$ cat config.mk
export PLATFORM = sky130hd
export DESIGN_NAME = riscv_multicycle_control
export DESIGN_NICKNAME = d
export VERILOG_FILES = /design/src/rtl/riscv_multicycle_control.sv
export SDC_FILE = /design/constraint.sdc
export NUM_CORES = 1
export LEC_CHECK = 0
export ABC_CLOCK_PERIOD_IN_PS = 3100
export CAP_MARGIN = 20
export CELL_PAD_IN_SITES_DETAIL_PLACEMENT = 1
export CELL_PAD_IN_SITES_GLOBAL_PLACEMENT = 1
export CORE_UTILIZATION = 26
export CTS_CLUSTER_DIAMETER = 30
export CTS_CLUSTER_SIZE = 14
export DETAILED_ROUTE_END_ITERATION = 8
export PLACE_DENSITY = 0.82
export SYNTH_ARGS = -nofsm -noshare
export SYNTH_HDL_FRONTEND = slang
export SYNTH_SLANG_ARGS = --single-unit
$ cat constraint.sdc
create_clock -name clk -period 3.1 [get_ports clk]
set_input_delay 0.775 -clock clk [delete_from_list [all_inputs] [get_ports clk]]
set_output_delay 0.775 -clock clk [all_outputs]
set_load 0.03 [all_outputs]
$ cat src/rtl/riscv_multicycle_control.sv
// riscv_multicycle_control: main control FSM of the multi-cycle RV32I datapath (R, I-ALU, lw, sw, beq, jal).
// Build option MEM_WAIT_EN adds mem_ready and stalls FETCH, MEM_READ and MEM_WRITE until memory answers.
module riscv_multicycle_control #(
    parameter logic [3:0] RESET_STATE = 4'd0
) (
    input  logic       clk,
    input  logic       reset,
    input  logic [6:0] opcode,
    input  logic       zero,
`ifdef MEM_WAIT_EN
    input  logic       mem_ready,
`endif
    output logic       ALUOp1,
    output logic       ALUOp0,
    output logic [1:0] ALUSrcA,
    output logic [1:0] ALUSrcB,
    output logic       PCWrite,
    output logic       PCWriteCond,
    output logic       PCSource,
    output logic       IorD,
    output logic       MemRead,
    output logic       MemWrite,
    output logic       IRWrite,
    output logic       RegWrite,
    output logic [1:0] MemtoReg,
    output logic [3:0] state,
    output logic       illegal
);

    localparam logic [6:0] OP_R      = 7'b0110011;
    localparam logic [6:0] OP_I      = 7'b0010011;
    localparam logic [6:0] OP_LOAD   = 7'b0000011;
    localparam logic [6:0] OP_STORE  = 7'b0100011;
    localparam logic [6:0] OP_BRANCH = 7'b1100011;
    localparam logic [6:0] OP_JAL    = 7'b1101111;

    typedef enum logic [3:0] {
        S_FETCH     = 4'd0,
        S_DECODE    = 4'd1,
        S_MEM_ADDR  = 4'd2,
        S_MEM_READ  = 4'd3,
        S_MEM_WB    = 4'd4,
        S_MEM_WRITE = 4'd5,
        S_R_EXEC    = 4'd6,
        S_ALU_WB    = 4'd7,
        S_I_EXEC    = 4'd8,
        S_BRANCH    = 4'd9,
        S_JAL       = 4'd10,
        S_ILLEGAL   = 4'd11
    } state_e;

    state_e     state_r;
    state_e     state_next_s;
    logic       mem_ok_s;
    logic [1:0] aluop_s;
    logic [1:0] srca_s;
    logic [1:0] srcb_s;
    logic       pcw_s;
    logic       pcwc_s;
    logic       pcsrc_s;
    logic       iord_s;
    logic       mr_s;
    logic       mw_s;
    logic       irw_s;
    logic       rw_s;
    logic [1:0] mtr_s;
    logic       ill_s;
    logic       unused_zero_s;

    // Branch resolution happens in the datapath; the sequence never looks at zero.
    assign unused_zero_s = zero;

`ifdef MEM_WAIT_EN
    assign mem_ok_s = mem_ready;
`else
    assign mem_ok_s = 1'b1;
`endif

    // State register with synchronous reset.
    always_ff @(posedge clk) begin
        if (reset) begin
            state_r <= state_e'(RESET_STATE);
        end else begin
            state_r <= state_next_s;
        end
    end

    // Next-state decode; opcode is only consulted in DECODE and MEM_ADDR.
    always_comb begin
        state_next_s = S_FETCH;
        case (state_r)
            S_FETCH:     state_next_s = mem_ok_s ? S_DECODE : S_FETCH;
            S_DECODE: begin
                case (opcode)
                    OP_R:      state_next_s = S_R_EXEC;
                    OP_I:      state_next_s = S_I_EXEC;
                    OP_LOAD:   state_next_s = S_MEM_ADDR;
                    OP_STORE:  state_next_s = S_MEM_ADDR;
                    OP_BRANCH: state_next_s = S_BRANCH;
                    OP_JAL:    state_next_s = S_JAL;
                    default:   state_next_s = S_ILLEGAL;
                endcase
            end
            S_MEM_ADDR:  state_next_s = (opcode == OP_LOAD) ? S_MEM_READ : S_MEM_WRITE;
            S_MEM_READ:  state_next_s = mem_ok_s ? S_MEM_WB : S_MEM_READ;
            S_MEM_WB:    state_next_s = S_FETCH;
            S_MEM_WRITE: state_next_s = mem_ok_s ? S_FETCH : S_MEM_WRITE;
            S_R_EXEC:    state_next_s = S_ALU_WB;
            S_I_EXEC:    state_next_s = S_ALU_WB;
            S_ALU_WB:    state_next_s = S_FETCH;
            S_BRANCH:    state_next_s = S_FETCH;
            S_JAL:       state_next_s = S_FETCH;
            S_ILLEGAL:   state_next_s = S_ILLEGAL;
            default:     state_next_s = S_FETCH;
        endcase
    end

    // Moore output decode; everything not named in a state stays 0.
    always_comb begin
        aluop_s = 2'b00;
        srca_s  = 2'b00;
        srcb_s  = 2'b00;
        pcw_s   = 1'b0;
        pcwc_s  = 1'b0;
        pcsrc_s = 1'b0;
        iord_s  = 1'b0;
        mr_s    = 1'b0;
        mw_s    = 1'b0;
        irw_s   = 1'b0;
        rw_s    = 1'b0;
        mtr_s   = 2'b00;
        ill_s   = 1'b0;
        case (state_r)
            S_FETCH: begin
                mr_s   = 1'b1;
                irw_s  = mem_ok_s;
                pcw_s  = mem_ok_s;
                srcb_s = 2'b01;
            end
            S_DECODE: begin
                srca_s = 2'b10;
                srcb_s = 2'b10;
            end
            S_MEM_ADDR: begin
                srca_s = 2'b01;
                srcb_s = 2'b10;
            end
            S_MEM_READ: begin
                mr_s   = 1'b1;
                iord_s = 1'b1;
            end
            S_MEM_WB: begin
                rw_s  = 1'b1;
                mtr_s = 2'b01;
            end
            S_MEM_WRITE: begin
                mw_s   = 1'b1;
                iord_s = 1'b1;
            end
            S_R_EXEC: begin
                srca_s  = 2'b01;
                aluop_s = 2'b10;
            end
            S_I_EXEC: begin
                srca_s  = 2'b01;
                srcb_s  = 2'b10;
                aluop_s = 2'b11;
            end
            S_ALU_WB:    rw_s = 1'b1;
            S_BRANCH: begin
                srca_s  = 2'b01;
                aluop_s = 2'b01;
                pcwc_s  = 1'b1;
                pcsrc_s = 1'b1;
            end
            S_JAL: begin
                pcw_s   = 1'b1;
                pcsrc_s = 1'b1;
                rw_s    = 1'b1;
                mtr_s   = 2'b10;
            end
            S_ILLEGAL:   ill_s = 1'b1;
            default:     ill_s = 1'b0;
        endcase
    end

    // Reset gates every strobe immediately so no write can slip through mid-instruction.
    assign {ALUOp1, ALUOp0, ALUSrcA, ALUSrcB, PCWrite, PCWriteCond, PCSource, IorD,
            MemRead, MemWrite, IRWrite, RegWrite, MemtoReg, illegal} =
        reset ? 17'd0 : {aluop_s, srca_s, srcb_s, pcw_s, pcwc_s, pcsrc_s, iord_s,
                         mr_s, mw_s, irw_s, rw_s, mtr_s, ill_s};

    assign state = state_r;

endmodule

==> results of run 1 <==
## power groups by stage
stage               Combinational [W]   Clock, W  Sequential [W]
floorplan                    0.000466          0        0.000141
global placement             0.000681          0        0.000119
detailed placement           0.000693          0        0.000121
CTS                          0.000694  0.0000661        0.000119
global route                 0.000749  0.0000708        0.000125
finish                       0.000688  0.0000624        0.000119
## worst max-delay path: cells and delay by family
kind / cells / cell delay, ps
buffers and inverters: 4 / 1040
AND/OR/NAND/NOR: 1 / 300
## stage by stage
step | instances | cell area (µm²)
2_1_floorplan | 80 | 552
3_3_place_gp | 133 | 822
6_report | 136 | 845
5_1_grt | 136 | 845
4_1_cts | 136 | 845
3_5_place_dp | 133 | 822
## final cells by class
type,count,share of cell area (%)
Clock buffer,3,2.67
Inverter,1,0.444
Multi-Input combinational cell,67,49.0
Sequential cell,4,9.48
Tap cell,27,4.00
Timing Repair Buffer,34,34.4
## cells by family after synthesis
| family | count (synthesis) | share of synthesized area (%) |
|---|---|---|
| buffers and inverters | 9 | 10.4 |
| AND/OR/NAND/NOR | 46 | 45.3 |
| XOR/XNOR | 2 | 3.18 |
| AO/OA/AOI/OAI | 19 | 26.5 |
| flip-flops | 4 | 14.5 |
## path summary, 6_finish.rpt
check / slack, ps / end / cells after the start
worst max register to register: 1620 / state[1]$_SDFF_PP0_ / 5
worst max-delay path: 210 / IRWrite / 5
worst min-delay path: 580 / state[3]$_SDFF_PP0_ / 2
worst min register to register: 580 / state[3]$_SDFF_PP0_ / 2
## placed cells by master, fill, tap and decap left out, types with 2 or more instances in the layout
cell type / n
a21oi_1: 4
a221oi_1: 2
a31oi_1: 2
a41oi_1: 2
and3_1: 2
buf_4: 20
clkbuf_4: 3
clkdlybuf4s50_1: 14
dfxtp_1: 4
nand2_1: 5
nand2b_1: 2
nor2_1: 15
nor2b_1: 4
nor3_1: 6
nor4_1: 4
or2_1: 2
xnor2_1: 2
## per-layer routing
layer / global-route usage, % / up-vias / routed length, µm
met3: 2.26 / 0 / 73
met5: 0 / - / 0
met1: 20.4 / 310 / 784
li1: - / 355 / -
met2: 29.5 / 23 / 847
met4: 2.78 / 0 / 0
==> flow_summary.yaml, run 1 <==
sta:
  slew_violations: 0
  slew_headroom_pct: 75.5
  period_minus_slack_ps: 2890
  rsz0062_at_grt: "no"
  clock.fmax_mhz: 347
  final-hold-violation-count: 0
  min_period_over_period_pct: 93.1
  skew_ps: 1.28
  setup_viol: 0
  holdWs_ps: 583
  finalSetupTns_ps: 0
  tightest_slew_ps: 365
  fin_ws_ps: 215
detailed_routing:
  drtIter0Drc: 3
  drtAntennaViolNets: 0
  routed_wl_um: 1710
  vias: 688
  wire_per_inst_um: 12.5
  vias_per_cell: 5.06
  first_pass_iters: 4
  drc: 0
clock_network:
  h-tree-depth: 1
  clk_latency_ps: 230
  cts.path.max_buffers: 2
  clock-sinks: 4
  hold_buffers: 0
  cts_buffers: 3
  cts_tree: "built"
  cts_resized: 0
  path_clk_slew_ps: 40
  clockRootBuffer: "clkbuf_4"
  postCtsSetupBuffers: 0
power_and_ir_drop:
  internal-power_w: 0.000402
  swShare_pct: 53.8
  finalPower_w: 0.000870
  peakVddDrop_v: 0.000280
  seq_power_share_pct: 13.7
  p_leak_nw: 0.346
  power_density_nw_per_um2: 1030
  combPwrFrac_pct: 79.1
  switchingPower_w: 0.000467
  clkPwrFrac_pct: 7.2
grt:
  grt_usage_pct: 16.2
  grt_pass1_wl_um: 2710
  grt_pass1_vias: 635
  grt_start_max_net_pins: 22
  antenna_found_initial: 0
  globalRoute.totalOverflow: 0
worst_setup_path:
  crit_start: "reset"
  cpMaxStageDelayCell: "clkdlybuf4s50_1"
  cpPeakStageDelay_ps: 500
  crit_top_cell: "buf_4"
  critPathLaunchType: "input port"
  worstSetupEndpointType: "output pin"
  arrival_ps: 2110
  crit_path_max_fanout: 9
  crit_chain: "clkdlybuf4s50_1 > buf_4 > nor4_1 > buf_4 > buf_4"
  critPathKind: "in2out"
  r2r_start: "state[1]$_SDFF_PP0_"
  cp.required_ps: 2320
final_layout:
  final_core_util_pct: 42.6
  diodes: 0
  multi_input_area_um2: 414
  area_growth_pct: 53.1
  largest_reg_flops: 4
  nFillCells: 262
  ff_latch_area_um2: 80.1
  final_nets: 121
  layout-drive-gt1-share_pct: 24.8
logic_synthesis:
  avgSynthCellArea_um2: 6.90
  yosysWarnings: 0
  synth_top_area_share_pct: 14.5
  yosys_most_used_dff: "dfxtp_1"
  syn_inst: 80
  synth_most_common_cell: "nor2_1"
  synth_edf_count: 0
  synthesis.area_um2: 552
  yosys-top-cells-count: "15 x nor2_1, 6 x nor3_1, 5 x nand2_1"
  synth.top_cells.by_area: "dfxtp_1 15%, nor2_1 10%, nor3_1 5.4%"
  synth.distinct_cells: 34
  synth.yosys.seq_area_share_pct: 14.5
  synth_area_leader_cell: "dfxtp_1"
  syn-num-nets: 90
  ys_async_sr_fraction_pct: 0
  ys_seq_elements: 4
floorplan:
  die_w_um: 48.1
  fp.coreArea_um2: 1980
  rows: 16
  initial_core_util_pct: 27.8
  die-area_um2: 2310
  io-pin-count: 31
  die_h_um: 48.1
place:
  gp_congestion: 0.805
  dp_slack_ps: 206
  io_buffers: 29
  hpwlAfterDp_um: 1390
min_path:
  holdCritPathClass: "reg2reg"
  min-delay-start: "state[1]$_SDFF_PP0_"
flow_run:
  drv_cap: 0
outcome:
  outcome: "complete, no violations"
Note: power is estimated with default switching activity, not from simulation.
==> run 2, diff against run 1 <==
- MAX_ROUTING_LAYER: unset -> met4
==> run 2 against run 1 <==
Net effect:
- first-iteration DRC count did not move
- sequential power barely moved
- clock power barely moved
- sequential cell count did not move
- via count fell by 0.15%
- clock-buffer cell count did not move
- fmax barely moved
- combinational power barely moved
- setup slack barely moved
- die area did not move
- cell area did not move
- largest cell class unchanged
- highest routed layer unchanged
==> flow_summary.yaml, run 2 (synthesis results as in run 1) <==
outcome:
  outcome: "complete, no violations"
flow_run:
  drv_cap: 0
floorplan:
  rows: 16
  fp.coreArea_um2: 1980
  die-area_um2: 2310
  io-pin-count: 31
  die_w_um: 48.1
  die_h_um: 48.1
  initial_core_util_pct: 27.8
worst_setup_path:
  crit_path_max_fanout: 9
  r2r_end: "state[1]$_SDFF_PP0_"
  arrival_ps: 2110
  cp.required_ps: 2320
  path_buf_inv: 4
  crit_end: "IRWrite"
  cpPeakStageDelay_ps: 500
  r2r_start: "state[1]$_SDFF_PP0_"
  crit_start: "reset"
  reg2reg_depth: 5
  cpMaxStageDelayCell: "clkdlybuf4s50_1"
  critPathKind: "in2out"
  r2r_setup_slack_ps: 1620
  crit_top_cell: "buf_4"
  critPathLaunchType: "input port"
  crit_family: "buffers and inverters"
  cp.depth: 5
  crit_chain: "clkdlybuf4s50_1 > buf_4 > nor4_1 > buf_4 > buf_4"
  worstSetupEndpointType: "output pin"
final_layout:
  largest_reg_flops: 4
  stdcell_area_um2: 845
  final_nets: 121
  layout_common_cells: "20 x buf_4, 15 x nor2_1, 14 x clkdlybuf4s50_1, 6 x nor3_1, 5 x nand2_1"
  layout-drive-gt1-share_pct: 24.8
  layout_commonest_cell: "buf_4"
  diodes: 0
  area_growth_pct: 53.1
sta:
  clock.fmax_mhz: 347
  tightest_slew_ps: 365
  final-hold-violation-count: 0
  rsz0062_at_grt: "no"
  slew_violations: 0
  setup_viol: 0
  min_period_over_period_pct: 93.1
  slew_headroom_pct: 75.5
  period_minus_slack_ps: 2890
  finalSetupTns_ps: 0
  skew_ps: 1.28
place:
  placed_area_um2: 822
  gp_congestion: 0.816
  io_buffers: 29
  hpwlAfterDp_um: 1390
clock_network:
  cts_buffers: 3
  h-tree-depth: 1
  cts.path.max_buffers: 2
  clk_latency_ps: 230
  hold_buffers: 0
  clockRootBuffer: "clkbuf_4"
  path_clk_slew_ps: 40
  postCtsSetupBuffers: 0
  cts_tree: "built"
  cts_resized: 0
  clock-sinks: 4
grt:
  grt_pass1_wl_um: 2710
  grt_usage_pct: 16.7
  grt_start_max_net_pins: 22
  globalRoute.totalOverflow: 0
  antenna_found_initial: 0
  grt_pass1_vias: 637
power_and_ir_drop:
  peakVddDrop_v: 0.000280
  p_leak_nw: 0.346
  power_density_nw_per_um2: 1030
detailed_routing:
  first_pass_iters: 4
  routed_wl_um: 1710
  vias_per_cell: 5.05
  drc: 0
  drtIter0Drc: 3
  wire_per_inst_um: 12.6
  vias: 687
  drtAntennaViolNets: 0
min_path:
  holdCritPathClass: "reg2reg"
  holdPathStages: 2
==> run 2: cell counts in the layout (fill, tap and decap cells not counted) <==
No cell type changed its count.
==> run 2: final cells by class <==
| type | count | area (µm²) |
|---|---|---|
| fillers | 262 | 1140 |
| flip-flops and latches | 4 | 80.1 |
| repair buffers | 34 | 290 |
| multi-input cells | 67 | 414 |
| inverters | 1 | 3.75 |
| well taps | 27 | 33.8 |
| clock buffers | 3 | 22.5 |
==> run 2: worst register-to-register path, cell delays in order (launching register included) <==
cell and delay, ps:
dfxtp_1 470, buf_4 230, nand2b_4 100, and2_4 180
a221oi_1 270, a21oi_1 110
==> run 2: worst min-delay path by stage <==
stage | startpoint | endpoint
final | state[1]$_SDFF_PP0_ | state[3]$_SDFF_PP0_
after detailed placement | state[1]$_SDFF_PP0_ | state[3]$_SDFF_PP0_
after CTS | state[1]$_SDFF_PP0_ | state[3]$_SDFF_PP0_
after global placement | state[1]$_SDFF_PP0_ | state[3]$_SDFF_PP0_
after global routing | state[1]$_SDFF_PP0_ | state[3]$_SDFF_PP0_
after floorplan | state[0]$_SDFF_PP0_ | state[3]$_SDFF_PP0_
==> run 2: stage by stage <==
stage	setup WS (ps)	hold slack (ps)	std cells	total power [W]	util [%]
floorplan	92.3	701	80	0.000607	-
global route	85.2	616	136	0.000945	42.6
global placement	219	574	133	0.000800	41.5
detailed placement	206	579	133	0.000813	41.5
CTS	204	580	136	0.000880	42.6
finish	215	584	136	0.000870	42.6
==> run 2: metal layers <==
layer,vias to the layer above,global-route usage [%],share of wire [%]
met4,0,2.78,0
met3,0,2.26,4.3
li1,355,-,-
met2,23,29.5,50
met5,-,-,0
met1,309,20.4,46
==> run 2: power breakdown <==
group          internal [W]  switching [W]  leakage (nW)
Combinational      0.000284       0.000404         0.299
Sequential        0.0000747      0.0000450        0.0331
Clock             0.0000432      0.0000192        0.0138
Total              0.000402       0.000468         0.346
==> run 3, diff against run 2 <==
- ABC_CLOCK_PERIOD_IN_PS: 3100 -> unset
==> results of run 3 <==
No change in the layout: final DEF, timing and power equal those of run 2.
